[config.mk]
export PLATFORM = sky130hd
export DESIGN_NAME = imem_loader
export DESIGN_NICKNAME = d
export VERILOG_FILES = /design/src/rtl/imem_loader_pkg.sv /design/src/rtl/imem_loader_byte_packer.sv /design/src/rtl/imem_loader.sv
export SDC_FILE = /design/constraint.sdc
export NUM_CORES = 1
export LEC_CHECK = 0
export BUFFER_PORTS_ARGS = -buffer_cell sky130_fd_sc_hd__buf_2
export CAP_MARGIN = 0
export CORE_MARGIN = 4
export CORE_UTILIZATION = 44
export DETAILED_ROUTE_END_ITERATION = 16
export GPL_TIMING_DRIVEN = 0
export PLACE_DENSITY = 0.77
export SLEW_MARGIN = 10
export SYNTH_ARGS = -nofsm -noshare
export SYNTH_HDL_FRONTEND = slang
export SYNTH_SLANG_ARGS = --single-unit
[constraint.sdc]
create_clock -name clk -period 2.2 [get_ports clk]
set_input_delay 0.22 -clock clk [delete_from_list [all_inputs] [get_ports clk]]
set_output_delay 0.22 -clock clk [all_outputs]
set_load 0.02 [all_outputs]
[src/rtl/imem_loader_pkg.sv]
// rtl/imem_loader_pkg.sv - shared state encodings and byte-per-word helper for the imem loader
package imem_loader_pkg;

  // Loader frame states: header, payload, checksum, then a sticky outcome.
  typedef enum logic [2:0] {
    ST_HDR   = 3'd0,
    ST_LOAD  = 3'd1,
    ST_CHECK = 3'd2,
    ST_DONE  = 3'd3,
    ST_ERR   = 3'd4
  } state_t;

  // Bytes needed to carry one instruction word (ceil(w/8)).
  function automatic int calc_bpw(input int w);
    return (w + 7) / 8;
  endfunction

endpackage

[src/rtl/imem_loader_byte_packer.sv]
// rtl/imem_loader_byte_packer.sv - assembles MSB-first stream bytes into instruction words
//
// Ports:
//   clk, rst     clock, asynchronous active-high reset
//   clr          synchronous clear: drops a partial word and any pending word_valid
//   byte_valid   byte_data is consumed this cycle
//   byte_data    stream byte
//   word_fire    combinational: this byte completes a word
//   word_valid   one-cycle pulse, the cycle after word_fire
//   word         last completed word (bits above INSTR_W of the first byte dropped)
module byte_packer
  import imem_loader_pkg::*;
#(
  parameter int INSTR_W = 16
) (
  input  logic               clk,
  input  logic               rst,
  input  logic               clr,
  input  logic               byte_valid,
  input  logic [7:0]         byte_data,
  output logic               word_fire,
  output logic               word_valid,
  output logic [INSTR_W-1:0] word
);

  localparam int BPW = calc_bpw(INSTR_W);
  localparam int SW  = BPW * 8;

  logic [SW-1:0] shreg;
  logic [SW-1:0] shnext;
  logic [2:0]    cnt;

  // Oldest bytes fall off the top; the truncation to INSTR_W below is what
  // discards the unused high bits of the first byte of each word.
  assign shnext    = SW'({shreg, byte_data});
  assign word_fire = byte_valid && (cnt == 3'(BPW - 1));

  always_ff @(posedge clk or posedge rst) begin
    if (rst) begin
      shreg      <= '0;
      cnt        <= '0;
      word_valid <= 1'b0;
      word       <= '0;
    end else if (clr) begin
      shreg      <= '0;
      cnt        <= '0;
      word_valid <= 1'b0;
    end else begin
      word_valid <= word_fire;
      if (byte_valid) begin
        if (word_fire) begin
          cnt   <= '0;
          shreg <= '0;
          word  <= INSTR_W'(shnext);
        end else begin
          cnt   <= cnt + 3'd1;
          shreg <= shnext;
        end
      end
    end
  end

endmodule

[src/rtl/imem_loader.sv]
// rtl/imem_loader.sv - framed byte stream to instruction memory writer with CPU hold
//
// Optional feature macro: IMEM_LOADER_CHECKSUM_EN (frame ends with an XOR
// checksum byte over the payload; without it the frame ends after word N).
//
// Ports:
//   clk, rst       clock, asynchronous active-high reset
//   start          one-cycle pulse: abort any load and wait for a new header
//   s_data/s_valid/s_ready   byte stream, transfer when s_valid & s_ready
//   imem_we/imem_waddr/imem_wdata   synchronous imem write port
//   cpu_hold       high until a frame has been loaded and accepted
//   done, err      sticky frame outcome, cleared by start or rst
//   words_loaded   words written for the current frame
module imem_loader
  import imem_loader_pkg::*;
#(
  parameter int INSTR_W = 16,
  parameter int ADDR_W  = 8
) (
  input  logic               clk,
  input  logic               rst,
  input  logic               start,
  input  logic [7:0]         s_data,
  input  logic               s_valid,
  output logic               s_ready,
  output logic               imem_we,
  output logic [ADDR_W-1:0]  imem_waddr,
  output logic [INSTR_W-1:0] imem_wdata,
  output logic               cpu_hold,
  output logic               done,
  output logic               err,
  output logic [ADDR_W:0]    words_loaded
);

  localparam logic [8:0] MAX_N = 9'(1 << ADDR_W);

  state_t        state, state_nx;
  logic [ADDR_W:0] n_words;
  logic          accept;
  logic          all_rx;
  logic          hdr_bad;
  logic          word_fire;
  logic          last_fire;
  logic          pack_valid;
`ifdef IMEM_LOADER_CHECKSUM_EN
  logic [7:0]    chk;
`endif

  // words_loaded counts completed words at the edge each word completes, so
  // reaching n_words means every payload byte has already been taken.
  assign all_rx    = (words_loaded == n_words);
  assign last_fire = word_fire && (words_loaded == n_words - 1'b1);
  assign hdr_bad   = (s_data == 8'd0) || ({1'b0, s_data} > MAX_N);

  always_comb begin
    s_ready = 1'b0;
    if (!start) begin
      case (state)
        ST_HDR:   s_ready = 1'b1;
        ST_LOAD:  s_ready = !all_rx;
        ST_CHECK: s_ready = 1'b1;
        default:  s_ready = 1'b0;
      endcase
    end
  end

  assign accept     = s_valid && s_ready;
  assign pack_valid = accept && (state == ST_LOAD);

  byte_packer #(.INSTR_W(INSTR_W)) u_packer (
    .clk        (clk),
    .rst        (rst),
    .clr        (start),
    .byte_valid (pack_valid),
    .byte_data  (s_data),
    .word_fire  (word_fire),
    .word_valid (imem_we),
    .word       (imem_wdata)
  );

  always_ff @(posedge clk or posedge rst) begin
    if (rst) state <= ST_HDR;
    else     state <= state_nx;
  end

  always_comb begin
    state_nx = state;
    case (state)
      ST_HDR: begin
        if (accept) state_nx = hdr_bad ? ST_ERR : ST_LOAD;
      end
      ST_LOAD: begin
`ifdef IMEM_LOADER_CHECKSUM_EN
        // Leave as the last byte lands so a checksum byte right behind it is
        // taken at full rate; the final word is written during the first CHECK cycle.
        if (last_fire) state_nx = ST_CHECK;
`else
        if (imem_we && all_rx) state_nx = ST_DONE;
`endif
      end
`ifdef IMEM_LOADER_CHECKSUM_EN
      ST_CHECK: begin
        if (accept) state_nx = (s_data == chk) ? ST_DONE : ST_ERR;
      end
`endif
      default: state_nx = state;
    endcase
    if (start) state_nx = ST_HDR;
  end

  always_ff @(posedge clk or posedge rst) begin
    if (rst) begin
      n_words      <= '0;
      words_loaded <= '0;
      imem_waddr   <= '0;
`ifdef IMEM_LOADER_CHECKSUM_EN
      chk          <= '0;
`endif
    end else if (start) begin
      words_loaded <= '0;
    end else begin
      if ((state == ST_HDR) && accept && !hdr_bad) begin
        n_words      <= (ADDR_W+1)'(s_data);
        words_loaded <= '0;
        imem_waddr   <= '0;
`ifdef IMEM_LOADER_CHECKSUM_EN
        chk          <= '0;
`endif
      end
      if (word_fire) begin
        imem_waddr   <= words_loaded[ADDR_W-1:0];
        words_loaded <= words_loaded + 1'b1;
      end
`ifdef IMEM_LOADER_CHECKSUM_EN
      if (pack_valid) chk <= chk ^ s_data;
`endif
    end
  end

  assign cpu_hold = (state != ST_DONE);
  assign done     = (state == ST_DONE);
  assign err      = (state == ST_ERR);

endmodule

# --- Yosys cells after proc, flatten, opt, wreduce, memory -nomap -nowiden ---
# Cells that the tools add are included.
word_totals:
  register_bits: 56
  inputBits: 12
op_classes:
  n_addsub: 2
  order_cmp: 1
  eq_ne: 9
  mux: 19
  n_bitwise: 1
  n_reduce_logical: 20
ops:
  columns: ["operator", "count"]
  rows:
  - ["two-way mux 8 bit", 5]
  - ["two-way mux 9 bit", 3]
  - ["two-way mux 3 bit", 7]
  - ["adder 9 x 1 -> 9 bit (second input constant)", 1]
  - ["== test 9 x 8 -> 1 bit", 1]
  - ["greater-than comparator 8 x 9 -> 1 bit (second input constant)", 1]
  - ["logical NOT 8 bit", 1]
  - ["== test 3 x 1 -> 1 bit (second input constant)", 2]
  - ["== test 3 x 2 -> 1 bit (second input constant)", 2]
  - ["logical AND 1 bit", 6]
  - ["!= test 3 x 2 -> 1 bit (second input constant)", 2]
  - ["one-hot mux 3 bit (2 select lines)", 1]
  - ["AND reduction 3 bit", 2]
  - ["nonzero test 3 bit", 2]
  - ["AND reduction 2 bit", 2]
  - ["nonzero test 2 bit", 2]
  - ["adder 3 x 1 -> 3 bit (second input constant)", 1]
  - ["== test 3 bit (second input constant)", 1]
  - ["logical NOT 3 bit", 1]
  - ["!= test 3 bit (second input constant)", 1]
  - ["logical NOT 1 bit", 2]
  - ["two-way mux 1 bit", 2]
  - ["one-hot mux 1 bit (2 select lines)", 1]
  - ["OR reduction 2 bit", 1]
  - ["other kinds (2)", 2]

# --- Depth between registers and ports, before layout ---
# Gate-level depths: netlist of run 1.
logic_depth:
  word_depth: 10
  depth_mapped: 11
  depth_no_buf: 8

# --- Hierarchy ---
# From an unflattened synthesis of run 1, not the netlist that was laid out.
unflattened:
  hier_cells: 240
  area_unflattened_um2: 2592.5
modules_own_cells:
  columns: ["module", "instances", "cells_per_inst", "area_each_um2", "seq_area_each_um2"]
  rows:
  - ["imem_loader", 1, 149, 1451.4, 700.7]
  - ["byte_packer", 1, 91, 1141.1, 700.7]

# --- Worst setup path after synthesis of run 1 ---
# OpenSTA, ideal clock, no wires.
synth_timing:
  path_kind: "register to register"
  start: "register u_packer.cnt[1]"
  end: "register words_loaded[2]"
  setup_ps: 126
  arrival_time_ps: 1956
  required_ps: 2074
  slack_ps: 118
  stages_incl_launch_ff: 10
  path_buffers: 2
  synth_period_minus_slack_ps: 2082
  path_cell_list: "dfrtp_1 inv_1 ha_1 nand2b_4 buf_6 or3_1 a31o_1 buf_6 and2_4 a221o_1"
synth_via:
  elab_chain_cells: 4
  elab_cells_between_ends: 5
synth_lines:
  columns: ["item", "line", "rtl"]
  rows:
  - ["from (decl)", "imem_loader_byte_packer.sv:31", "logic [2:0] cnt;"]
  - ["from (signal assigned)", "imem_loader_byte_packer.sv:56", "cnt <= cnt + 3'd1;"]
  - ["== test 3 x 1 -> 1 bit (*)", "imem_loader_byte_packer.sv:36", "assign word_fire = byte_valid && (cnt == 3'(BPW - 1));"]
  - ["logical AND 1 bit (*)", "imem_loader_byte_packer.sv:36", null]
  - ["two-way mux 9 bit", "imem_loader.sv:130", "if (word_fire) begin"]
  - ["two-way mux 9 bit", "imem_loader.sv:119", "end else if (start) begin"]
  - ["to (signal assigned)", "imem_loader.sv:132", "words_loaded <= words_loaded + 1'b1;"]
  - ["to (decl)", "imem_loader.sv:32", "output logic [ADDR_W:0] words_loaded"]
# Mark *: on every way between the ends. The rest lies on a longest branch, timed or not.
# A chain may end at the register's enable or synchronous reset.

# --- Worst setup path in the final report of run 1 ---
layout_timing:
  start: "register words_loaded[5]"
  end: "output port s_ready"
layout_via:
  elab_chain_cells: 4
layout_lines:
  columns: ["item", "line", "rtl"]
  rows:
  - ["== test 9 x 8 -> 1 bit", "imem_loader.sv:51", "assign all_rx = (words_loaded == n_words);"]
  - ["logical NOT 1 bit", "imem_loader.sv:60", "ST_LOAD: s_ready = !all_rx;"]
  - ["one-hot mux 1 bit (2 select lines)", "imem_loader.sv:58", "case (state)"]
  - ["two-way mux 1 bit", "imem_loader.sv:57", "if (!start) begin"]
  - ["to (decl)", "imem_loader.sv:25", "output logic s_ready,"]
# Every way passes these cells.

==> flow_summary.ini, run 1 <==
[worst_setup_path]
path_class = flip-flop to output pin
required_ps = 1980
cp-end-kind = output pin
cpPeakStageDelay_ps = 390
crit_family = simple AND/OR/NAND/NOR gates
critPathMaxFanout = 7
crit_chain = clkbuf_2 > xnor2_1 > nand3_1 > nor3_2 > o21a_1 > nor3_1 > buf_2
cp_slowest_cell = dfrtp_1
rr_worst_depth = 9
crit_arrival_ps = 1950
critPathBufInv = 2
startpoint_type = flip-flop
cp_num_cells = 7

[sta]
post-route-period-util = 0.9872
slew_violations = 0
setup_violations = 0
post-route-min-period_ps = 2172
rsz0062_at_grt = true
worst_pin_slew_ps = 789.0
finalSetupTns_ps = 0
maxSlewHeadroom = 0.4708
finalClockSkew_ps = 8.296
hold_viol_final = 0
max_freq_mhz = 460.4
fin_ws_ps = 28.14

[power_and_ir_drop]
p_seq_frac = 0.539
ir_drop_uv = 459.1
p_leak_nw = 1.606
intPower_mw = 1.554
power.density_mw_per_mm2 = 685.6
finalPower_mw = 2.114
pwr-share-comb = 0.136
p_sw_mw = 0.5600
switching_share = 0.2649
power_frac_clock = 0.325

[route]
ant_nets = 0
via_per_inst = 5.291
vias = 2106
drt_iter0_markers = 94
route.final.wire_length_mm = 5.808
drt_first_pass_iters = 4
routedWlPerCell_um = 14.59
drc = 0

[floorplan]
die-area_mm2 = 0.007146
die_h_um = 84.54
dieWidth_um = 84.54
num_rows = 27
core_mm2 = 0.005608
ioPinCount = 50
start_util = 0.4596

[clock_tree]
cts_tree = done
cts_sinks = 56
clk_path_buf_depth = 2
clkLatencyLatePin_ps = 310
cts-root-buf = clkbuf_8
clk_pin_slew_ps = 100
numCtsBuffers = 5
htreeDepth = 2
cts_setup_buffers = 0

[finish]
fill_cells = 542
mostFrequentLayoutCells = 78 x nand2_1, 56 x dfrtp_1, 51 x buf_2, 28 x nand3_1, 12 x a21oi_1
area_delta_synth_final_pct = 19.61
diodes = 0
seq_area_mm2 = 0.001401
final_area_mm2 = 0.003083
final_common_cell = nand2_1
multi_input_area_mm2 = 0.001096
drive_gt1_frac = 0.2607
nNetsFinal = 340
fin_util = 0.5498

[synth]
synthesis.area_mm2 = 0.002577
ys_warn_count = 0
syn_avg_cell_area_um2 = 9.617
ys_ff_latch = 56
ys_types = 43
synth_seq_area_share = 0.5437
synthCells = 268
synthesis.nets = 283

[global_route]
grt_remaining_overflow = 0
grt.total_usage = 0.1696
grt_max_degree = 40
grt_antenna_before_repair = 0
grt_pass1_vias = 2087
grt_pass1_wl_mm = 10.10

[placed_design]
numPortBuffers = 48
postPlaceCellArea_mm2 = 0.002928
dp_hpwl_mm = 4.255
globalplace.congestion = 0.8228
place_ws_ps = -21.22

[job]
maxCapViolations = 0

[hold_path]
hold_path_class = input port to flip-flop
worst_hold_path.num_cells = 3

[status]
status = completed
## layout make-up
| class | instances | area share |
|---|---|---|
| Inverter | 4 | 0.004870 |
| Multi-Input combinational cell | 193 | 0.3555 |
| Clock buffer | 6 | 0.02354 |
| Sequential cell | 56 | 0.4545 |
| Clock inverter | 2 | 0.01258 |
| Buffer | 15 | 0.03206 |
| Tap cell | 72 | 0.02922 |
| Timing Repair Buffer | 50 | 0.08766 |
## stage by stage
step                      cells  hold slack, ps
final                       398           149.2
after global routing        398           164.5
after global placement      388           455.4
after CTS                   398           149.0
after detailed placement    389           237.1
after floorplan             268           325.4
## timing repair
item | 4_1_cts | 5_1_grt
pin swaps | 0 | 0
cloned | 0 | 0
hold endpoints to repair | 17 | 0
endpoints found under the setup margin | 10 | 34
resized for setup | 3 | 15
hold buffers | 1 | 0
## worst reg2reg max path, delay by kind of cell, from the launching register on
| kind | cells | cell delay (ps) |
|---|---|---|
| AND/OR/NAND/NOR | 3 | 570 |
| AO/OA/AOI/OAI | 2 | 560 |
| flip-flops | 1 | 400 |
| buffers and inverters | 3 | 350 |
| adder cells (fa/ha/maj) | 1 | 150 |
## layer usage
| metal | GRT usage | up-vias | wire length [um] |
|---|---|---|---|
| met5 | 0 | - | 0 |
| met3 | 0.03238 | 7 | 269 |
| li1 | - | 1019 | - |
| met2 | 0.2698 | 53 | 2745 |
| met1 | 0.2425 | 1027 | 2733 |
| met4 | 0.03597 | 0 | 59 |
## registers in the layout, summed over array words and instances, names as in the netlist
| name | cells |
|---|---|
| state | 3 |
| imem_waddr | 8 |
| n_words | 8 |
| u_packer.word | 16 |
| words_loaded | 9 |
| u_packer.word_valid | 1 |
| u_packer.shreg | 8 |
| u_packer.cnt | 3 |
## Yosys cell counts, drive strengths merged
library cell,instances,share of area
or4,1,0.0029
a221o,1,0.0039
nand2b,2,0.0078
o31a,1,0.0034
nand3b,1,0.0029
inv,4,0.0058
o21a,1,0.0029
xor2,2,0.0068
or3,2,0.0049
nand4,1,0.0024
nor4,2,0.0049
ha,3,0.015
a211o,2,0.0068
a21oi,12,0.023
or2b,1,0.0029
o31ai,3,0.011
clkbuf,8,0.013
o311ai,1,0.0034
a31o,2,0.0068
nand3,28,0.054
nor3,4,0.0078
nor3b,3,0.0087
dfrtp,56,0.54
xnor2,9,0.031
and2,1,0.0034
nor2b,4,0.0097
and4,1,0.0034
o21ai,4,0.0078
nand4bb,1,0.0044
or2,1,0.0024
mux2,8,0.035
buf,7,0.019
and3,4,0.0097
nor2,6,0.0087
nand2,78,0.11
a31oi,2,0.0049
and2b,1,0.0029
## final timing paths
path,startpoint,slack (ps),endpoint
setup / recovery,words_loaded[5],30,s_ready
hold / removal,s_data[1],150,u_packer.word[1]
setup reg to reg,u_packer.cnt[1],60,words_loaded[2]
hold reg to reg,u_packer.word[8],480,u_packer.word[8]
max in group asynchronous,rst,1230,state[2]
min in group asynchronous,rst,430,u_packer.word[7]
## power groups by stage
| stage | Sequential (mW) | Clock [mW] | Combinational (mW) |
|---|---|---|---|
| 2_1_floorplan | 1.19 | 0 | 0.156 |
| 3_3_place_gp | 1.16 | 0 | 0.268 |
| 3_5_place_dp | 1.16 | 0 | 0.283 |
| 4_1_cts | 1.14 | 0.697 | 0.290 |
| 5_1_grt | 1.15 | 0.744 | 0.319 |
| 6_report | 1.14 | 0.687 | 0.287 |
## cells by family after synthesis
family | synth area share
AND/OR/NAND/NOR | 0.2578
adder cells (fa/ha/maj) | 0.01456
AO/OA/AOI/OAI | 0.07379
buffers and inverters | 0.03786
multiplexers | 0.03495
flip-flops | 0.5437
XOR/XNOR | 0.03738
Power figures use the tool's default switching activity.
==> inputs of run 2 (changes only) <==
- CELL_PAD_IN_SITES_DETAIL_PLACEMENT: default -> 2
- CELL_PAD_IN_SITES_GLOBAL_PLACEMENT: default -> 2
- CORE_UTILIZATION: 44 -> 30
- PLACE_DENSITY: 0.77 -> 0.83
==> run 2 against run 1 <==
The run now ends with setup timing left; sequential power hardly changed; first-iteration DRC count is 15% lower; clock-buffer cell count is 1 lower; critical path depth stayed put; worst hold slack better by 10 ps; non-clock buffer count is 1 higher; wire length is 25% higher; power is 3.7% lower; combinational power is 2% higher; utilization is 17 points lower.
==> flow_summary.ini, run 2 (synthesis gave the netlist of run 1 again) <==
[status]
status = finished, violations left
failed_checks = setup timing

[sta]
post-route-period-util = 1.031
finalSetupTns_ps = -128.2
finalClockSkew_ps = 9.691
hold_viol_final = 0
fin_ws_ps = -69.20
whs_ps = 159.6
rsz0062_at_grt = true
slew_violations = 0
max_freq_mhz = 440.7
post-route-min-period_ps = 2269
setup_violations = 4
maxSlewHeadroom = 0.3728
worst_pin_slew_ps = 935.2

[finish]
top_regs = u_packer.word (16), words_loaded (9)
mostFrequentLayoutCells = 78 x nand2_1, 55 x dfrtp_1, 52 x buf_2, 28 x nand3_1, 12 x a21oi_1
final_common_cell = nand2_1
fin_util = 0.3754
nNetsFinal = 341
layout.cells.non_filler = 432
regMostFlops = u_packer.word
area_delta_synth_final_pct = 20.87
diodes = 0
drive_gt1_frac = 0.2691
largest_register_ffs = 16
final_area_mm2 = 0.003115

[placed_design]
dp_hpwl_mm = 5.434
place_ws_ps = -53.03
postPlaceCellArea_mm2 = 0.002969
numPortBuffers = 48
placed_cells_incl_taps = 422
globalplace.congestion = 0.7593

[route]
drc = 0
drt_first_pass_iters = 4
via_per_inst = 5.028
route.final.wire_length_mm = 7.289
ant_nets = 0
drt_iter0_markers = 80
routedWlPerCell_um = 16.87
vias = 2172

[global_route]
grt_max_degree = 35
grt_remaining_overflow = 0
grt_pass1_vias = 2424
grt_antenna_before_repair = 0
grt_pass1_wl_mm = 12.30
grt.total_usage = 0.1509

[worst_setup_path]
startpoint_type = flip-flop
path_class = flip-flop to output pin
critPathMaxFanout = 7
crit_arrival_ps = 2050
required_ps = 1980
cp-end-kind = output pin

[floorplan]
num_rows = 33
start_util = 0.3106
die_h_um = 100.7
die-area_mm2 = 0.01014
dieWidth_um = 100.7
ioPinCount = 50
core_mm2 = 0.008299

[power_and_ir_drop]
p_leak_nw = 1.598
ir_drop_uv = 249.0
finalPower_mw = 2.035
power.density_mw_per_mm2 = 653.2

[clock_tree]
numCtsBuffers = 5
cts-root-buf = clkbuf_8
htreeDepth = 2
clk_pin_slew_ps = 110
cts_tree = done
clk_path_buf_depth = 2
clkLatencyLatePin_ps = 320
cts_sinks = 56

[hold_path]
hold_path_class = input port to flip-flop

[job]
maxCapViolations = 0
[run 2: changes by cell type in the layout (fill, tap and decap cells not counted), sizes merged]
cell,before,now
buf,57,59
bufinv,1,0
clkbuf,13,11
clkinv,0,1
clkinvlp,0,1
[run 2: worst paths after layout]
path                              startpoint                 to  slack, ps  cells after the start
min in group asynchronous                rst    words_loaded[7]        470                      3
hold reg to reg            u_packer.shreg[4]  u_packer.word[12]        480                      2
setup reg to reg             words_loaded[5]    u_packer.cnt[1]        -30                      6
setup / recovery             words_loaded[5]            s_ready        -70                      7
max in group asynchronous                rst    u_packer.cnt[0]       1160                      4
hold / removal                     s_data[4]   u_packer.word[4]        160                      3
[run 2: repair_timing]
item / in CTS / in global routing
setup endpoints to repair: 25 / 43
gates resized for setup: 7 / 9
pin swaps: 0 / 0
hold endpoints to repair: 22 / 0
buffers inserted: 0 / 1
hold buffers: 1 / 0
[run 2: layout make-up]
cell class | count | area [um^2]
Sequential cell | 56 | 1403
Clock buffer | 5 | 68.82
Timing Repair Buffer | 51 | 277.8
Tap cell | 105 | 131.4
Clock inverter | 3 | 21.27
Inverter | 4 | 15.01
Buffer | 15 | 102.6
Fill cell | 974 | 5184
Multi-Input combinational cell | 193 | 1096
[run 2: power by group]
| group | total (mW) | internal, mW | leakage, nW | switching (mW) |
|---|---|---|---|---|
| clock network | 0.599 | 0.228 | 0.0445 | 0.372 |
| registers | 1.14 | 1.09 | 0.756 | 0.0480 |
| logic | 0.293 | 0.116 | 0.797 | 0.178 |
[run 2: per-layer routing]
metal / up-vias / part of all wire / GRT usage
met2: 46 / 0.51 / 0.2663
li1: 1019 / - / -
met1: 1105 / 0.45 / 0.1944
met3: 2 / 0.042 / 0.02837
met5: - / 0 / 0
met4: 0 / 0.0033 / 0.02487
[run 2: worst max-delay path, cell delays in order (launching register included)]
cell and delay, ps:
dfrtp_1 390, clkbuf_2 180, xnor2_1 240, nand3_1 190, nor3_2 360, o21a_1 160
nor3_1 40, buf_2 180
==> inputs of run 3 (changes only) <==
- SETUP_SLACK_MARGIN: default -> 0.05
==> run 3 against run 2 <==
Design area grew 6.4%; critical path depth shrank 1; combinational power up 19%; worst hold slack gained 2.6 ps; the flow now finishes without violations; worst setup slack improved by 180 ps; sequential power about the same; utilization grew 2.4 points; clock-buffer cell count unchanged; sequential cell count stayed put; clock skew hardly changed; cell count rose by 3.5%; largest power group unchanged; maximum frequency increased by 8.8%.
==> flow_summary.ini, run 3 (synthesis gave the netlist of run 1 again) <==
[finish]
final_common_cell = nand2_1
nNetsFinal = 356
regMostFlops = u_packer.word
top_regs = u_packer.word (16), words_loaded (9)
final_area_mm2 = 0.003316
diodes = 0
layout.cells.non_filler = 447
mostFrequentLayoutCells = 78 x nand2_1, 54 x dfrtp_1, 52 x buf_2, 27 x nand3_1, 17 x buf_4
drive_gt1_frac = 0.3304
area_delta_synth_final_pct = 28.64
largest_register_ffs = 16

[worst_setup_path]
regToRegStartpoint = state[2]
crit_arrival_ps = 2290
cp_slowest_cell = dfrtp_1
worstSetupStartpoint = state[2]
cpPeakStageDelay_ps = 460
cp-end-kind = flip-flop
crit_chain = nand4bb_4 > or3_4 > a31o_4 > buf_6 > and2_4 > a221o_1
startpoint_type = flip-flop
rr_worst_depth = 6
required_ps = 2410
critPathBufInv = 1
cp_num_cells = 6
crit_family = simple AND/OR/NAND/NOR gates
critPathMaxFanout = 6
path_class = flip-flop to flip-flop

[job]
maxCapViolations = 0

[placed_design]
dp_hpwl_mm = 5.434
globalplace.congestion = 0.7593
numPortBuffers = 48
placed_cells_incl_taps = 422
postPlaceCellArea_mm2 = 0.002969

[route]
drc = 0
drt_iter0_markers = 75
via_per_inst = 5.058
drt_first_pass_iters = 4
vias = 2261
routedWlPerCell_um = 18.40
route.final.wire_length_mm = 8.223
ant_nets = 0

[hold_path]
min_from = s_data[4]
hold_path_class = input port to flip-flop
worst_hold_path.num_cells = 3

[sta]
worst_pin_slew_ps = 684.4
setup_violations = 0
maxSlewHeadroom = 0.5438
finalSetupTns_ps = 0
finalClockSkew_ps = 9.312
slew_violations = 0
post-route-min-period_ps = 2086
max_freq_mhz = 479.4
post-route-period-util = 0.9482
hold_viol_final = 0

[status]
status = completed

[power_and_ir_drop]
ir_drop_uv = 259.2
finalPower_mw = 2.101
power.density_mw_per_mm2 = 633.7
p_leak_nw = 1.704

[global_route]
grt_antenna_before_repair = 0
grt_pass1_wl_mm = 12.49
grt_remaining_overflow = 0
grt.total_usage = 0.1534
grt_max_degree = 35
grt_pass1_vias = 2443

[floorplan]
start_util = 0.3106
die-area_mm2 = 0.01014
core_mm2 = 0.008299
die_h_um = 100.7
num_rows = 33
ioPinCount = 50
dieWidth_um = 100.7

[clock_tree]
cts-root-buf = clkbuf_8
clk_pin_slew_ps = 110
cts_sinks = 56
clkLatencyLatePin_ps = 320
numCtsBuffers = 5
cts_tree = done
htreeDepth = 2
clk_path_buf_depth = 2
## run 3: cell types whose count changed in the layout (fill, tap and decap cells not counted), sizes merged
cell / delta
buf: +15
## run 3: what timing repair did
action,in CTS,in global routing
resized for setup,14,17
gates cloned,0,1
endpoints found under the setup margin,40,36
pin swaps,0,4
hold buffers,1,0
endpoints found under the hold margin,22,0
buffers inserted,2,14
## run 3: per-layer routing
metal	global-route usage	wire, um	vias up
met2	0.2724	4296	41
met3	0.02837	261	6
met1	0.1966	3603	1163
li1	-	-	1051
met4	0.02487	62	0
met5	0	0	-
## run 3: path summary, 6_finish.rpt
path | end | slack (ps)
setup / recovery | words_loaded[2] | 110
hold / removal | u_packer.word[4] | 160
setup reg to reg | words_loaded[2] | 110
hold reg to reg | u_packer.word[12] | 490
max in group asynchronous | n_words[0] | 1160
min in group asynchronous | words_loaded[6] | 480
## run 3: tightest hold or removal path: stages
cell and delay [ps]:
buf_2 130, nand2_1 60, nand2_1 40
## run 3: power breakdown
group | leakage, nW | switching, mW | internal (mW)
Clock | 0.0445 | 0.372 | 0.228
Sequential | 0.755 | 0.0595 | 1.09
Combinational | 0.905 | 0.205 | 0.143
## run 3: layout make-up
| class | count | area [um^2] |
|---|---|---|
| Fill cell | 935 | 4984 |
| Clock buffer | 5 | 68.82 |
| Sequential cell | 56 | 1404 |
| Clock inverter | 3 | 21.27 |
| Multi-Input combinational cell | 193 | 1184 |
| Tap cell | 105 | 131.4 |
| Inverter | 4 | 15.01 |
| Buffer | 14 | 96.34 |
| Timing Repair Buffer | 67 | 395.4 |
## run 3: metrics by stage
step / util / hold slack [ps] / worst slack [ps]
after detailed placement: 0.3578 / 288.2 / -53.03
after floorplan: - / 325.4 / 118.1
after CTS: 0.3772 / 157.9 / -60.46
final: 0.3995 / 162.2 / 113.9
after global placement: 0.3553 / 457.3 / -188.8
after global routing: 0.3995 / 169.7 / -51.24
